**config.mk**
```make
export PLATFORM = sky130hd
export DESIGN_NAME = core_mem_arbiter_flat
export DESIGN_NICKNAME = d
export VERILOG_FILES = /design/src/rtl/core_mem_arbiter_if.sv /design/src/rtl/core_mem_arbiter.sv /design/src/flat_wrapper.sv
export SDC_FILE = /design/constraint.sdc
export NUM_CORES = 1
export LEC_CHECK = 0
export BUFFER_PORTS_ARGS = -buffer_cell sky130_fd_sc_hd__buf_2
export CAP_MARGIN = 20
export CORE_MARGIN = 5
export CORE_UTILIZATION = 35
export CTS_CLUSTER_DIAMETER = 50
export DETAILED_ROUTE_END_ITERATION = 16
export PLACE_DENSITY = 0.64
export SLEW_MARGIN = 20
export SYNTH_ARGS = -nofsm -noshare
export SYNTH_HDL_FRONTEND = slang
export SYNTH_SLANG_ARGS = --single-unit
export TNS_END_PERCENT = 100
```
**constraint.sdc**
```tcl
create_clock -name clk -period 2.1 [get_ports clk]
set_clock_uncertainty 0.05 [all_clocks]
set_input_delay 0.21 -clock clk [delete_from_list [all_inputs] [get_ports clk]]
set_output_delay 0.21 -clock clk [all_outputs]
set_load 0.005 [all_outputs]
```
**src/rtl/core_mem_arbiter_if.sv**
```systemverilog
// Memory bus port shared by the fetch unit and the data port.
// The arbiter drives it through master; the memory side connects through slave.
interface core_mem_arbiter_if;
  logic        start;
  logic [29:0] addr;
  logic        write;
  logic        user;
  logic [31:0] data_wr;
  logic [3:0]  be;
  logic        ready;
  logic        fault;
  logic [31:0] data_rd;

  modport master (
    output start, addr, write, user, data_wr, be,
    input  ready, fault, data_rd
  );

  modport slave (
    input  start, addr, write, user, data_wr, be,
    output ready, fault, data_rd
  );
endinterface

```
**src/rtl/core_mem_arbiter.sv**
```systemverilog
// Two-requester memory bus arbiter: fetch and data each get a one-deep request
// slot. The owner of the finished bus transaction gets a registered response.
module core_mem_arbiter (
  input  logic        clk,
  input  logic        rst_n,
  input  logic        insn_start,
  input  logic [29:0] insn_addr,
  output logic        insn_ready,
  output logic        insn_fault,
  output logic [31:0] insn_data,
  input  logic        data_start,
  input  logic [29:0] data_addr,
  input  logic        data_write,
  input  logic        data_user,
  input  logic [31:0] data_wr,
  input  logic [3:0]  data_be,
  output logic        data_ready,
  output logic        data_fault,
  output logic [31:0] data_rd,
  input  logic        hold,
  output logic        idle,
  core_mem_arbiter_if.master bus
);

  typedef enum logic [1:0] {IDLE, INSN, DATA} state_t;

  state_t      state, state_nxt;
  logic        last_data;

  logic        insn_vld;
  logic [29:0] insn_addr_q;
  logic        data_vld;
  logic [29:0] data_addr_q;
  logic        data_write_q;
  logic        data_user_q;
  logic [31:0] data_wr_q;
  logic [3:0]  data_be_q;

  logic        bus_start_q;
  logic [29:0] bus_addr_q;
  logic        bus_write_q;
  logic        bus_user_q;
  logic [31:0] bus_data_wr_q;
  logic [3:0]  bus_be_q;

  logic        insn_acc, data_acc;
  logic        insn_cand, data_cand;
  logic        done, free;
  logic        grant_insn, grant_data;

  // A start is taken only if the slot is empty and that requester is not on the bus.
  assign insn_acc  = insn_start & ~insn_vld & (state != INSN);
  assign data_acc  = data_start & ~data_vld & (state != DATA);
  assign done      = (state != IDLE) & bus.ready;
  assign free      = (state == IDLE) | done;
  // From IDLE a fresh start competes directly; after a completion only latched slots do.
  assign insn_cand = insn_vld | ((state == IDLE) & insn_acc);
  assign data_cand = data_vld | ((state == IDLE) & data_acc);

  always_ff @(posedge clk or negedge rst_n) begin
    if (!rst_n) state <= IDLE;
    else        state <= state_nxt;
  end

  always_comb begin
    grant_insn = 1'b0;
    grant_data = 1'b0;
    state_nxt  = state;
    if (done) state_nxt = IDLE;
    if (free && !hold) begin
      if (insn_cand && data_cand) begin
        if (last_data) grant_insn = 1'b1;
        else           grant_data = 1'b1;
      end else if (insn_cand) begin
        grant_insn = 1'b1;
      end else if (data_cand) begin
        grant_data = 1'b1;
      end
    end
    if (grant_insn)      state_nxt = INSN;
    else if (grant_data) state_nxt = DATA;
  end

  always_ff @(posedge clk or negedge rst_n) begin
    if (!rst_n) begin
      last_data     <= 1'b0;
      insn_vld      <= 1'b0;
      insn_addr_q   <= '0;
      data_vld      <= 1'b0;
      data_addr_q   <= '0;
      data_write_q  <= 1'b0;
      data_user_q   <= 1'b0;
      data_wr_q     <= '0;
      data_be_q     <= '0;
      bus_start_q   <= 1'b0;
      bus_addr_q    <= '0;
      bus_write_q   <= 1'b0;
      bus_user_q    <= 1'b0;
      bus_data_wr_q <= '0;
      bus_be_q      <= '0;
    end else begin
      bus_start_q <= grant_insn | grant_data;
      if (grant_insn) begin
        last_data     <= 1'b0;
        insn_vld      <= 1'b0;
        bus_addr_q    <= insn_vld ? insn_addr_q : insn_addr;
        bus_write_q   <= 1'b0;
        bus_user_q    <= 1'b0;
        bus_data_wr_q <= '0;
        bus_be_q      <= 4'hF;
      end else if (insn_acc) begin
        insn_vld    <= 1'b1;
        insn_addr_q <= insn_addr;
      end
      if (grant_data) begin
        last_data     <= 1'b1;
        data_vld      <= 1'b0;
        bus_addr_q    <= data_vld ? data_addr_q  : data_addr;
        bus_write_q   <= data_vld ? data_write_q : data_write;
        bus_user_q    <= data_vld ? data_user_q  : data_user;
        bus_data_wr_q <= data_vld ? data_wr_q    : data_wr;
        bus_be_q      <= data_vld ? data_be_q    : data_be;
      end else if (data_acc) begin
        data_vld     <= 1'b1;
        data_addr_q  <= data_addr;
        data_write_q <= data_write;
        data_user_q  <= data_user;
        data_wr_q    <= data_wr;
        data_be_q    <= data_be;
      end
    end
  end

  always_ff @(posedge clk or negedge rst_n) begin
    if (!rst_n) begin
      insn_ready <= 1'b0;
      insn_fault <= 1'b0;
      insn_data  <= '0;
      data_ready <= 1'b0;
      data_fault <= 1'b0;
      data_rd    <= '0;
    end else begin
      insn_ready <= done & (state == INSN);
      data_ready <= done & (state == DATA);
      if (done && state == INSN) begin
        insn_fault <= bus.fault;
        insn_data  <= bus.data_rd;
      end
      if (done && state == DATA) begin
        data_fault <= bus.fault;
        data_rd    <= bus.data_rd;
      end
    end
  end

  assign bus.start   = bus_start_q;
  assign bus.addr    = bus_addr_q;
  assign bus.write   = bus_write_q;
  assign bus.user    = bus_user_q;
  assign bus.data_wr = bus_data_wr_q;
  assign bus.be      = bus_be_q;

  assign idle = (state == IDLE) & hold;

endmodule
```
**src/flat_wrapper.sv**
```systemverilog
// flat-port wrapper written by rule: the top's interface ports become plain ports
module core_mem_arbiter_flat 
  (clk, rst_n, insn_start, insn_addr, insn_ready, insn_fault, insn_data, data_start, data_addr, data_write, data_user, data_wr, data_be, data_ready, data_fault, data_rd, hold, idle, bus_start, bus_addr, bus_write, bus_user, bus_data_wr, bus_be, bus_ready, bus_fault, bus_data_rd);
  core_mem_arbiter_if bus_i ();
  input  logic clk;
  input  logic rst_n;
  input  logic insn_start;
  input  logic [29:0] insn_addr;
  output logic insn_ready;
  output logic insn_fault;
  output logic [31:0] insn_data;
  input  logic data_start;
  input  logic [29:0] data_addr;
  input  logic data_write;
  input  logic data_user;
  input  logic [31:0] data_wr;
  input  logic [3:0] data_be;
  output logic data_ready;
  output logic data_fault;
  output logic [31:0] data_rd;
  input  logic hold;
  output logic idle;
  output wire logic [$bits(bus_i.start)-1:0] bus_start;
  output wire logic [$bits(bus_i.addr)-1:0] bus_addr;
  output wire logic [$bits(bus_i.write)-1:0] bus_write;
  output wire logic [$bits(bus_i.user)-1:0] bus_user;
  output wire logic [$bits(bus_i.data_wr)-1:0] bus_data_wr;
  output wire logic [$bits(bus_i.be)-1:0] bus_be;
  input wire logic [$bits(bus_i.ready)-1:0] bus_ready;
  input wire logic [$bits(bus_i.fault)-1:0] bus_fault;
  input wire logic [$bits(bus_i.data_rd)-1:0] bus_data_rd;
  assign bus_start = bus_i.start;
  assign bus_addr = bus_i.addr;
  assign bus_write = bus_i.write;
  assign bus_user = bus_i.user;
  assign bus_data_wr = bus_i.data_wr;
  assign bus_be = bus_i.be;
  assign bus_i.ready = bus_ready;
  assign bus_i.fault = bus_fault;
  assign bus_i.data_rd = bus_data_rd;
  core_mem_arbiter u_core (.clk(clk), .rst_n(rst_n), .insn_start(insn_start), .insn_addr(insn_addr), .insn_ready(insn_ready), .insn_fault(insn_fault), .insn_data(insn_data), .data_start(data_start), .data_addr(data_addr), .data_write(data_write), .data_user(data_user), .data_wr(data_wr), .data_be(data_be), .data_ready(data_ready), .data_fault(data_fault), .data_rd(data_rd), .hold(hold), .idle(idle), .bus(bus_i));
endmodule
```
==> impl_metrics.env, run 1 <==
export IMPL_status="complete, no violations"
export IMPL_async_flop_share_pct=100
export IMPL_antenna_found_initial=1
export IMPL_wl_um=29400
export IMPL_ys_seq_area_share_pct=56.8
export IMPL_grt_max_degree=63
export IMPL_layout_common_cells="273 x buf_2, 238 x dfrtp_1, 167 x nand2_1"
export IMPL_dr_total_vias=8150
export IMPL_syn_avg_cell_area_sq_um=12.4
export IMPL_tightest_slew_ps=668
export IMPL_die_area_sq_um=33800
export IMPL_synthesis_area_sq_um=10600
export IMPL_overflow=0
export IMPL_routabilityCongestion=0.790
export IMPL_rsz0062_at_grt="false"
export IMPL_dpl_hpwl_um=18900
export IMPL_p_per_area_nw_per_um2=1480
export IMPL_hold_path_class="in2async"
export IMPL_clkTransAtPathRegs_ps=60
export IMPL_worstPathArrival_ps=2380
export IMPL_cp_buffers_inverters=2
export IMPL_timing_fmax_mhz=497
export IMPL_finalMaxSlewViolations=0
export IMPL_cts_buffer_depth=3
export IMPL_synth_seq_cells=240
export IMPL_first_pass_iters=6
export IMPL_critPathSlowestCell="dfrtp_1"
export IMPL_worst_setup_path_start_kind="flop"
export IMPL_synth_cell_type_count=35
export IMPL_synth_edf_count=0
export IMPL_yosysTopAreaCell="dfrtp_1"
export IMPL_vias_per_cell=4.86
export IMPL_drt_iter0_drc=332
export IMPL_crit_family="flip-flops"
export IMPL_antenna_cells=0
export IMPL_ios=275
export IMPL_area_growth_pct=41.4
export IMPL_final_common_cell="buf_2"
export IMPL_ir_drop_mv=0.716
export IMPL_cp_end_kind="flop"
export IMPL_routedWlPerCell_um=17.5
export IMPL_critPathRequiredTime_ps=2470
export IMPL_synth_top_cell_area_share_pct=56.8
export IMPL_finalHoldViolations=0
export IMPL_rows=63
export IMPL_cts_htree_levels=1
export IMPL_max_stage_delay_ps=490
export IMPL_setup_viol=0
export IMPL_grt_total_usage_pct=17.1
export IMPL_critPathKind="reg2reg"
export IMPL_cts_tree="done"
export IMPL_p_leak_nw=7.23
export IMPL_core_area_sq_um=29700
export IMPL_fillers=2599
export IMPL_clkLatencyLatePin_ps=550
export IMPL_cts_buffers=31
export IMPL_ys_warn_count=0
export IMPL_postSynthCellCount=853
export IMPL_cts_sinks=240
export IMPL_root_buffer="clkbuf_16"
export IMPL_io_buffer_count=274
export IMPL_synth_area_leaders="dfrtp_1 57%, mux2_2 15%, mux2i_1 9.3%"
export IMPL_drv_cap=0
export IMPL_die_x_um=184
export IMPL_placed_area_sq_um=12500
export IMPL_num_nets_final=1398
export IMPL_drc=0
export IMPL_path_cells="nor3b_2 -> buf_4 -> o221ai_4 -> nand2_2 -> nand2_4 -> buf_12 -> mux2_2"
export IMPL_fp_dieH_um=184
export IMPL_tns_ps=0
export IMPL_layout_drive_gt1_share_pct=41.1
export IMPL_slew_headroom_pct=55.5
export IMPL_synth_main_ff_cell="dfrtp_1"
export IMPL_min_period_ps=2010
export IMPL_grt_pass1_vias=8867
export IMPL_period_share_pct=95.8
export IMPL_design_area_sq_um=14900
export IMPL_syn_nets=990
export IMPL_grt_pass1_wl_um=47300
export IMPL_drtAntennaViolNets=0
export IMPL_start_util_pct=35.6
export IMPL_crit_fanout=28
==> metal layers <==
layer	up-vias	global-route usage, %	wire length [um]
met3	43	5.58	2650
met2	277	29.1	13900
met5	-	0	13
met4	2	3.61	502
met1	4012	21.3	12300
li1	3816	-	-
==> power by group <==
group | total (W) | switching [W] | internal [W] | leakage, nW
Clock | 0.00550 | 0.00216 | 0.00334 | 0.538
Sequential | 0.00812 | 0.00123 | 0.00689 | 2.91
Combinational | 0.00854 | 0.00408 | 0.00447 | 3.79
==> cells by family (layout without fill, tap and decap cells) <==
group,after synthesis,in the layout,synth area share (%)
AO/OA/AOI/OAI,113,113,6.51
buffers and inverters,63,496,2.81
flip-flops,240,240,56.8
AND/OR/NAND/NOR,178,178,6.72
multiplexers,259,259,27.1
==> flip-flops by register name (all words and copies together), names as in the netlist, 4 cells and up <==
register            flops
u_core.bus.data_wr     32
u_core.insn_addr_q     30
u_core.data_rd         32
u_core.insn_data       32
u_core.data_addr_q     30
u_core.data_wr_q       32
u_core.bus.addr        30
u_core.data_be_q        4
u_core.bus.be           4
==> layout make-up <==
cell class,count,area [sq um],share of cell area [%]
Clock buffer,34,817,5.47
Timing Repair Buffer,431,3030,20.3
Tap cell,390,488,3.26
Sequential cell,240,6010,40.2
Inverter,7,26.3,0.176
Multi-Input combinational cell,550,4310,28.8
Clock inverter,24,269,1.80
==> Yosys cell counts, types with 2 or more instances <==
master	count
a21oi_1	4
a2bb2oi_1	4
buf_2	12
buf_4	4
buf_6	4
clkbuf_1	35
dfrtp_1	240
inv_1	5
mux2_2	141
mux2_4	20
mux2i_1	98
nand2_1	167
nor3b_2	2
o211ai_1	31
o21ai_0	63
o21ai_1	4
==> path summary, 6_finish.rpt <==
kind / from / to / slack [ps] / cells past startpoint
max: u_core.state[0] / u_core.data_addr_q[9] / 90 / 7
min: rst_n / u_core.insn_data[22] / 110 / 2
max reg2reg: u_core.state[0] / u_core.data_addr_q[9] / 90 / 7
min reg2reg: u_core.insn_data[26] / u_core.insn_data[26] / 420 / 2
max in group asynchronous: rst_n / u_core.data_rd[9] / 1200 / 3
min in group clk: data_start / u_core.data_vld / 110 / 3
==> timing repair <==
action / 4_1_cts / 5_1_grt
gates resized for setup: 0 / 1
hold buffers: 134 / 0
buffers inserted: 0 / 0
setup endpoints to repair: 0 / 30
hold endpoints to repair: 465 / 0
==> metrics by stage <==
step	hold slack, ps	worst slack, ps	instances	util [%]	total power [W]
final	112	87.9	1676	50.3	0.0222
after global routing	108	15.3	1676	50.3	0.0237
after CTS	82.6	12.5	1676	50.3	0.0224
after detailed placement	101	30.4	1484	42.1	0.0165
after global placement	108	103	1484	42.1	0.0163
after floorplan	-136	147	853	-	0.0134
No activity file was read; power rests on OpenSTA's default activity.
==> inputs of run 2 (changes only) <==
- ABC_AREA: default -> 1
- BUFFER_PORTS_ARGS: -buffer_cell sky130_fd_sc_hd__buf_2 -> -buffer_cell sky130_fd_sc_hd__buf_4
==> run 2 against run 1 <==
Effect of this change:
- largest cell class unchanged
- cell count grew 21%
- highest routed layer unchanged
- utilization is 1.8 points higher
- critical endpoint is now u_core.last_data
- non-clock buffer count unchanged
- setup slack better by 88 ps
- critical path depth shrank 1
- largest power group unchanged
==> impl_metrics.env, run 2 <==
export IMPL_io_buffer_count=274
export IMPL_grt_pass1_vias=9594
export IMPL_gr_usage_met2_pct=29.8
export IMPL_crit_start="u_core.state[0]"
export IMPL_critPathKind="reg2reg"
export IMPL_start_util_pct=35.6
export IMPL_synth_top_cell_area_share_pct=56.4
export IMPL_synth_fa_ha_area_share_pct=0
export IMPL_yosys_area_share_simple_pct=20.3
export IMPL_design_area_sq_um=15600
export IMPL_synth_common_cells="418 x nand2_1, 240 x dfrtp_1, 189 x o21ai_0, 110 x inv_1, 100 x nand3_1"
export IMPL_grt_pass1_wl_um=50500
export IMPL_synth_seq_cells=240
export IMPL_drt_iter0_drc=494
export IMPL_p_leak_nw=8.13
export IMPL_ys_seq_area_share_pct=56.4
export IMPL_synth_area_leaders="dfrtp_1 56%, nand2_1 15%, o21ai_0 8.9%"
export IMPL_hold_path_class="in2reg"
export IMPL_period_share_pct=91.6
export IMPL_fillers=2687
export IMPL_placed_area_sq_um=13100
export IMPL_timing_rr_start="u_core.state[0]"
export IMPL_rows=63
export IMPL_dr_total_vias=9617
export IMPL_syn_nets=1365
export IMPL_cts_tree="done"
export IMPL_yosysMostFrequentCell="nand2_1"
export IMPL_core_area_sq_um=29900
export IMPL_first_pass_iters=5
export IMPL_drc=0
export IMPL_fp_dieH_um=184
export IMPL_num_nets_final=1750
export IMPL_routabilityCongestion=0.806
export IMPL_grtUsageMet3_pct=3.20
export IMPL_timing_fmax_mhz=520
export IMPL_finalMaxSlewViolations=0
export IMPL_syn_avg_cell_area_sq_um=8.67
export IMPL_final_common_cell="nand2_1"
export IMPL_ios=275
export IMPL_worstPathArrival_ps=2270
export IMPL_r2r_slack_ps=180
export IMPL_postSynthCellCount=1228
export IMPL_async_flop_share_pct=100
export IMPL_die_x_um=184
export IMPL_fin_ws_ps=176
export IMPL_ys_warn_count=0
export IMPL_cts_buffers=31
export IMPL_routedWlPerCell_um=15.6
export IMPL_slew_headroom_pct=36.7
export IMPL_status="complete, no violations"
export IMPL_synth_edf_count=0
export IMPL_ir_drop_mv=0.729
export IMPL_synth_mux_area_share_pct=3.01
export IMPL_drtAntennaViolNets=0
export IMPL_met1_usage_pct=24.8
export IMPL_grt_max_degree=128
export IMPL_drv_cap=0
export IMPL_setup_viol=0
export IMPL_root_buffer="clkbuf_16"
export IMPL_synth_main_ff_cell="dfrtp_1"
export IMPL_r2r_cells=6
export IMPL_synthXorXnorAreaFrac_pct=0
export IMPL_finalHoldViolations=0
export IMPL_cp_end_kind="flop"
export IMPL_overflow=0
export IMPL_cts_sinks=240
export IMPL_clkTransAtPathRegs_ps=60
export IMPL_antenna_found_initial=1
export IMPL_worstSetupEndpoint="u_core.last_data"
export IMPL_die_area_sq_um=34000
export IMPL_crit_fanout=32
export IMPL_r2r_end="u_core.last_data"
export IMPL_grt_busiest_layer="met2"
export IMPL_layout_common_cells="416 x nand2_1, 285 x buf_4, 239 x dfrtp_1"
export IMPL_area_growth_pct=46.2
export IMPL_rsz0062_at_grt="false"
export IMPL_grt_total_usage_pct=18.1
export IMPL_layout_drive_gt1_share_pct=24.5
export IMPL_synth_compound_area_share_pct=12.3
export IMPL_cts_htree_levels=1
export IMPL_vias_per_cell=4.74
export IMPL_wl_um=31700
export IMPL_critPathRequiredTime_ps=2440
export IMPL_cts_buffer_depth=3
export IMPL_synth_cell_type_count=23
export IMPL_clkLatencyLatePin_ps=560
export IMPL_worst_setup_path_start_kind="flop"
export IMPL_tns_ps=0
export IMPL_tightest_slew_ps=946
export IMPL_dpl_worst_slack_ps=112
export IMPL_p_per_area_nw_per_um2=1420
export IMPL_synth_top_family_by_area="simple AND/OR/NAND/NOR gates"
export IMPL_min_period_ps=1920
export IMPL_yosysTopAreaCell="dfrtp_1"
export IMPL_dpl_hpwl_um=20200
export IMPL_synthesis_area_sq_um=10600
-- run 2: power by group --
part | leakage (nW) | internal [W] | switching (W)
Clock | 0.536 | 0.00341 | 0.00210
Combinational | 4.59 | 0.00386 | 0.00473
Sequential | 3.00 | 0.00675 | 0.00123
-- run 2: how the worst min path moves through the flow --
stage                     startpoint                      to  slack (ps)  cells past startpoint
after floorplan                rst_n      u_core.bus.addr[0]        -140                      0
after global routing            hold  u_core.bus.data_wr[28]         140                      5
after detailed placement       rst_n   u_core.insn_addr_q[1]         150                      1
final                           hold  u_core.bus.data_wr[19]         130                      5
after CTS                      rst_n   u_core.insn_addr_q[4]         150                      2
after global placement         rst_n   u_core.insn_addr_q[1]         150                      1
-- run 2: cells by family after synthesis --
kind of cell	after synthesis
AOI/OAI and AO/OA	233
buffers and inverters	192
DFF	240
muxes	32
and+or+nand+nor	531
-- run 2: metal layers --
metal  vias up  wire length (um)
li1       4693                 -
met1      4569             14000
met2       301             14800
met3        52              2120
met4         2               748
met5         -                13
-- run 2: final cells by class --
| cell class | instances | area, sq um | share of cell area [%] |
|---|---|---|---|
| Sequential cell | 240 | 6010 | 38.6 |
| Multi-Input combinational cell | 797 | 3830 | 24.6 |
| Timing Repair Buffer | 431 | 3730 | 23.9 |
| Clock buffer | 39 | 856 | 5.50 |
| Tap cell | 390 | 488 | 3.13 |
| Inverter | 112 | 422 | 2.71 |
| Clock inverter | 17 | 231 | 1.49 |
| Antenna cell | 1 | 2.50 | 0.0161 |
-- run 2: through the flow --
step,utilization [%],hold slack [ps],power (W),instances
floorplan,-,-136,0.0127,1228
global placement,43.9,148,0.0162,1836
detailed placement,43.9,146,0.0164,1836
CTS,52.0,145,0.0223,2025
global route,52.1,138,0.0238,2026
finish,52.1,135,0.0221,2027
-- run 2: timing repair --
item,CTS,global route
hold buffers,133,0
endpoints found under the setup margin,0,7
buffers inserted,0,0
endpoints found under the hold margin,362,0
resized for setup,0,1
-- run 2: worst max-delay path, stage by stage, from the launching register on --
cell     delay (ps)
dfrtp_1         410
inv_2            80
nand2_2         110
nand2_1          80
nand2_1         100
o21ai_4         750
o21ai_0         190
==> inputs of run 3 (changes only) <==
- ABC_AREA: 1 -> default
- CORE_UTILIZATION: 35 -> 48
- PLACE_DENSITY: 0.64 -> 0.81
==> run 3 against run 2 <==
Effect of this change:
- first-iteration DRC count fell by 17%
- clock-buffer cell count decreased by 4
- setup slack worse by 91 ps
- global-route usage increased by 6.5 points
- hold slack got worse by 36 ps
- via count fell by 13%
- clock power up 3%
- cell area fell by 0.17%
- critical path depth unchanged
==> impl_metrics.env, run 3 (same netlist as run 1, synthesis figures left out) <==
export IMPL_critPathSlowestCell="dfrtp_1"
export IMPL_cts_buffers=30
export IMPL_hold_path_class="in2async"
export IMPL_drv_cap=0
export IMPL_layout_drive_gt1_share_pct=40.7
export IMPL_first_pass_iters=5
export IMPL_drt_iter0_drc=410
export IMPL_tns_ps=0
export IMPL_timing_fmax_mhz=496
export IMPL_root_buffer="clkbuf_16"
export IMPL_die_x_um=158
export IMPL_cts_tree="done"
export IMPL_min_period_ps=2020
export IMPL_dpl_worst_slack_ps=7.71
export IMPL_routedWlPerCell_um=20.0
export IMPL_cts_setup_buffers=0
export IMPL_fin_ws_ps=84.9
export IMPL_p_per_area_nw_per_um2=1510
export IMPL_slew_headroom_pct=64.1
export IMPL_period_share_pct=96.0
export IMPL_worst_setup_path_start_kind="flop"
export IMPL_rsz0062_at_grt="false"
export IMPL_finalMaxSlewViolations=0
export IMPL_finalHoldViolations=0
export IMPL_cts_sinks=240
export IMPL_clkTransAtPathRegs_ps=60
export IMPL_core_area_sq_um=21800
export IMPL_num_nets_final=1395
export IMPL_final_common_cell="buf_4"
export IMPL_tightest_slew_ps=539
export IMPL_cp_end_kind="flop"
export IMPL_layout_common_cells="282 x buf_4, 238 x dfrtp_1, 167 x nand2_1"
export IMPL_dr_total_vias=8392
export IMPL_max_stage_delay_ps=460
export IMPL_cts_buffer_depth=3
export IMPL_crit_fanout=22
export IMPL_critPathRequiredTime_ps=2450
export IMPL_critPathKind="reg2reg"
export IMPL_cts_htree_levels=1
export IMPL_start_util_pct=48.6
export IMPL_drtAntennaViolNets=0
export IMPL_die_area_sq_um=25100
export IMPL_overflow=0
export IMPL_clkLatencyLatePin_ps=540
export IMPL_ir_drop_mv=1.04
export IMPL_setup_viol=0
export IMPL_grt_max_degree=93
export IMPL_dpl_hpwl_um=18800
export IMPL_wl_um=31300
export IMPL_drc=0
export IMPL_fp_dieH_um=158
export IMPL_path_cells="nor3b_4 -> a22o_2 -> nand2_2 -> nand2_8 -> buf_16 -> mux2_2"
export IMPL_p_leak_nw=7.44
export IMPL_grt_total_usage_pct=24.7
export IMPL_status="complete, no violations"
export IMPL_area_growth_pct=47.0
export IMPL_vias_per_cell=5.38
export IMPL_rows=54
export IMPL_antenna_found_initial=0
export IMPL_worstPathArrival_ps=2370
export IMPL_io_buffer_count=274
export IMPL_grt_pass1_wl_um=49100
export IMPL_grt_pass1_vias=9053
export IMPL_ios=275
export IMPL_routabilityCongestion=0.846
[run 3: cell types whose count changed in the layout (fill, tap and decap cells not counted), sizes merged, moves of 4 or more]
cell,previous run,this run
a2bb2oi,0,4
clkbuf,39,35
inv,118,12
mux2,0,161
mux2i,32,98
nand2,422,169
nand3,101,1
nor2,6,1
o211ai,0,31
o21ai,232,67
[run 3: worst max-delay path, delay by kind of cell, from the launching register on]
kind | cells | cell delay, ps
flops | 1 | 460
mux | 1 | 360
buf+inv | 1 | 200
compound gates | 1 | 230
simple gates | 3 | 580
[run 3: where the power goes]
part	switching, W	leakage, nW	internal, W	total (W)
Sequential	0.00141	2.91	0.00689	0.00831
Combinational	0.00426	3.98	0.00518	0.00944
Clock	0.00208	0.548	0.00363	0.00570
[run 3: worst paths after layout]
check / start / endpoint / slack [ps] / cells after the start
worst max-delay path: u_core.state[0] / u_core.data_addr_q[14] / 80 / 6
worst min-delay path: rst_n / u_core.bus.data_wr[26] / 100 / 2
worst max register to register: u_core.state[0] / u_core.data_addr_q[14] / 80 / 6
worst min register to register: u_core.bus.data_wr[4] / u_core.bus.data_wr[4] / 430 / 2
max in group asynchronous: rst_n / u_core.insn_addr_q[23] / 1060 / 3
min in group clk: hold / u_core.bus.start / 100 / 3
[run 3: timing repair]
action / in CTS / in global routing
resized for setup: 1 / 6
endpoints found under the hold margin: 451 / 0
hold buffers: 134 / 0
setup endpoints to repair: 1 / 48
[run 3: final cells by class]
cell class | instances | area [sq um]
Timing Repair Buffer | 429 | 3710
Sequential cell | 240 | 6010
Inverter | 7 | 26.3
Clock inverter | 19 | 312
Multi-Input combinational cell | 550 | 4330
Antenna cell | 1 | 2.50
Fill cell | 1379 | 6220
Clock buffer | 35 | 801
Tap cell | 280 | 350
[run 3: metrics by stage]
step | utilization, % | total power (W) | cells | cell area, sq um | hold slack (ps)
CTS | 71.3 | 0.0233 | 1560 | 15500 | 60.6
detailed placement | 60.0 | 0.0173 | 1372 | 13000 | 52.3
global placement | 60.0 | 0.0169 | 1372 | 13000 | 50.8
floorplan | - | 0.0134 | 853 | 10600 | -136
global route | 71.4 | 0.0249 | 1560 | 15500 | 88.6
finish | 71.4 | 0.0234 | 1561 | 15500 | 98.7
[run 3: routing by layer]
layer  share of wire [%]  vias up  GRT usage, %  wire length (um)
met1                  40     4162          32.0             12600
li1                    -     3795             -                 -
met3                 8.8       53          6.61              2750
met5                   0        -             0                 0
met4                 2.1        0          6.54               666
met2                  49      382          41.3             15300
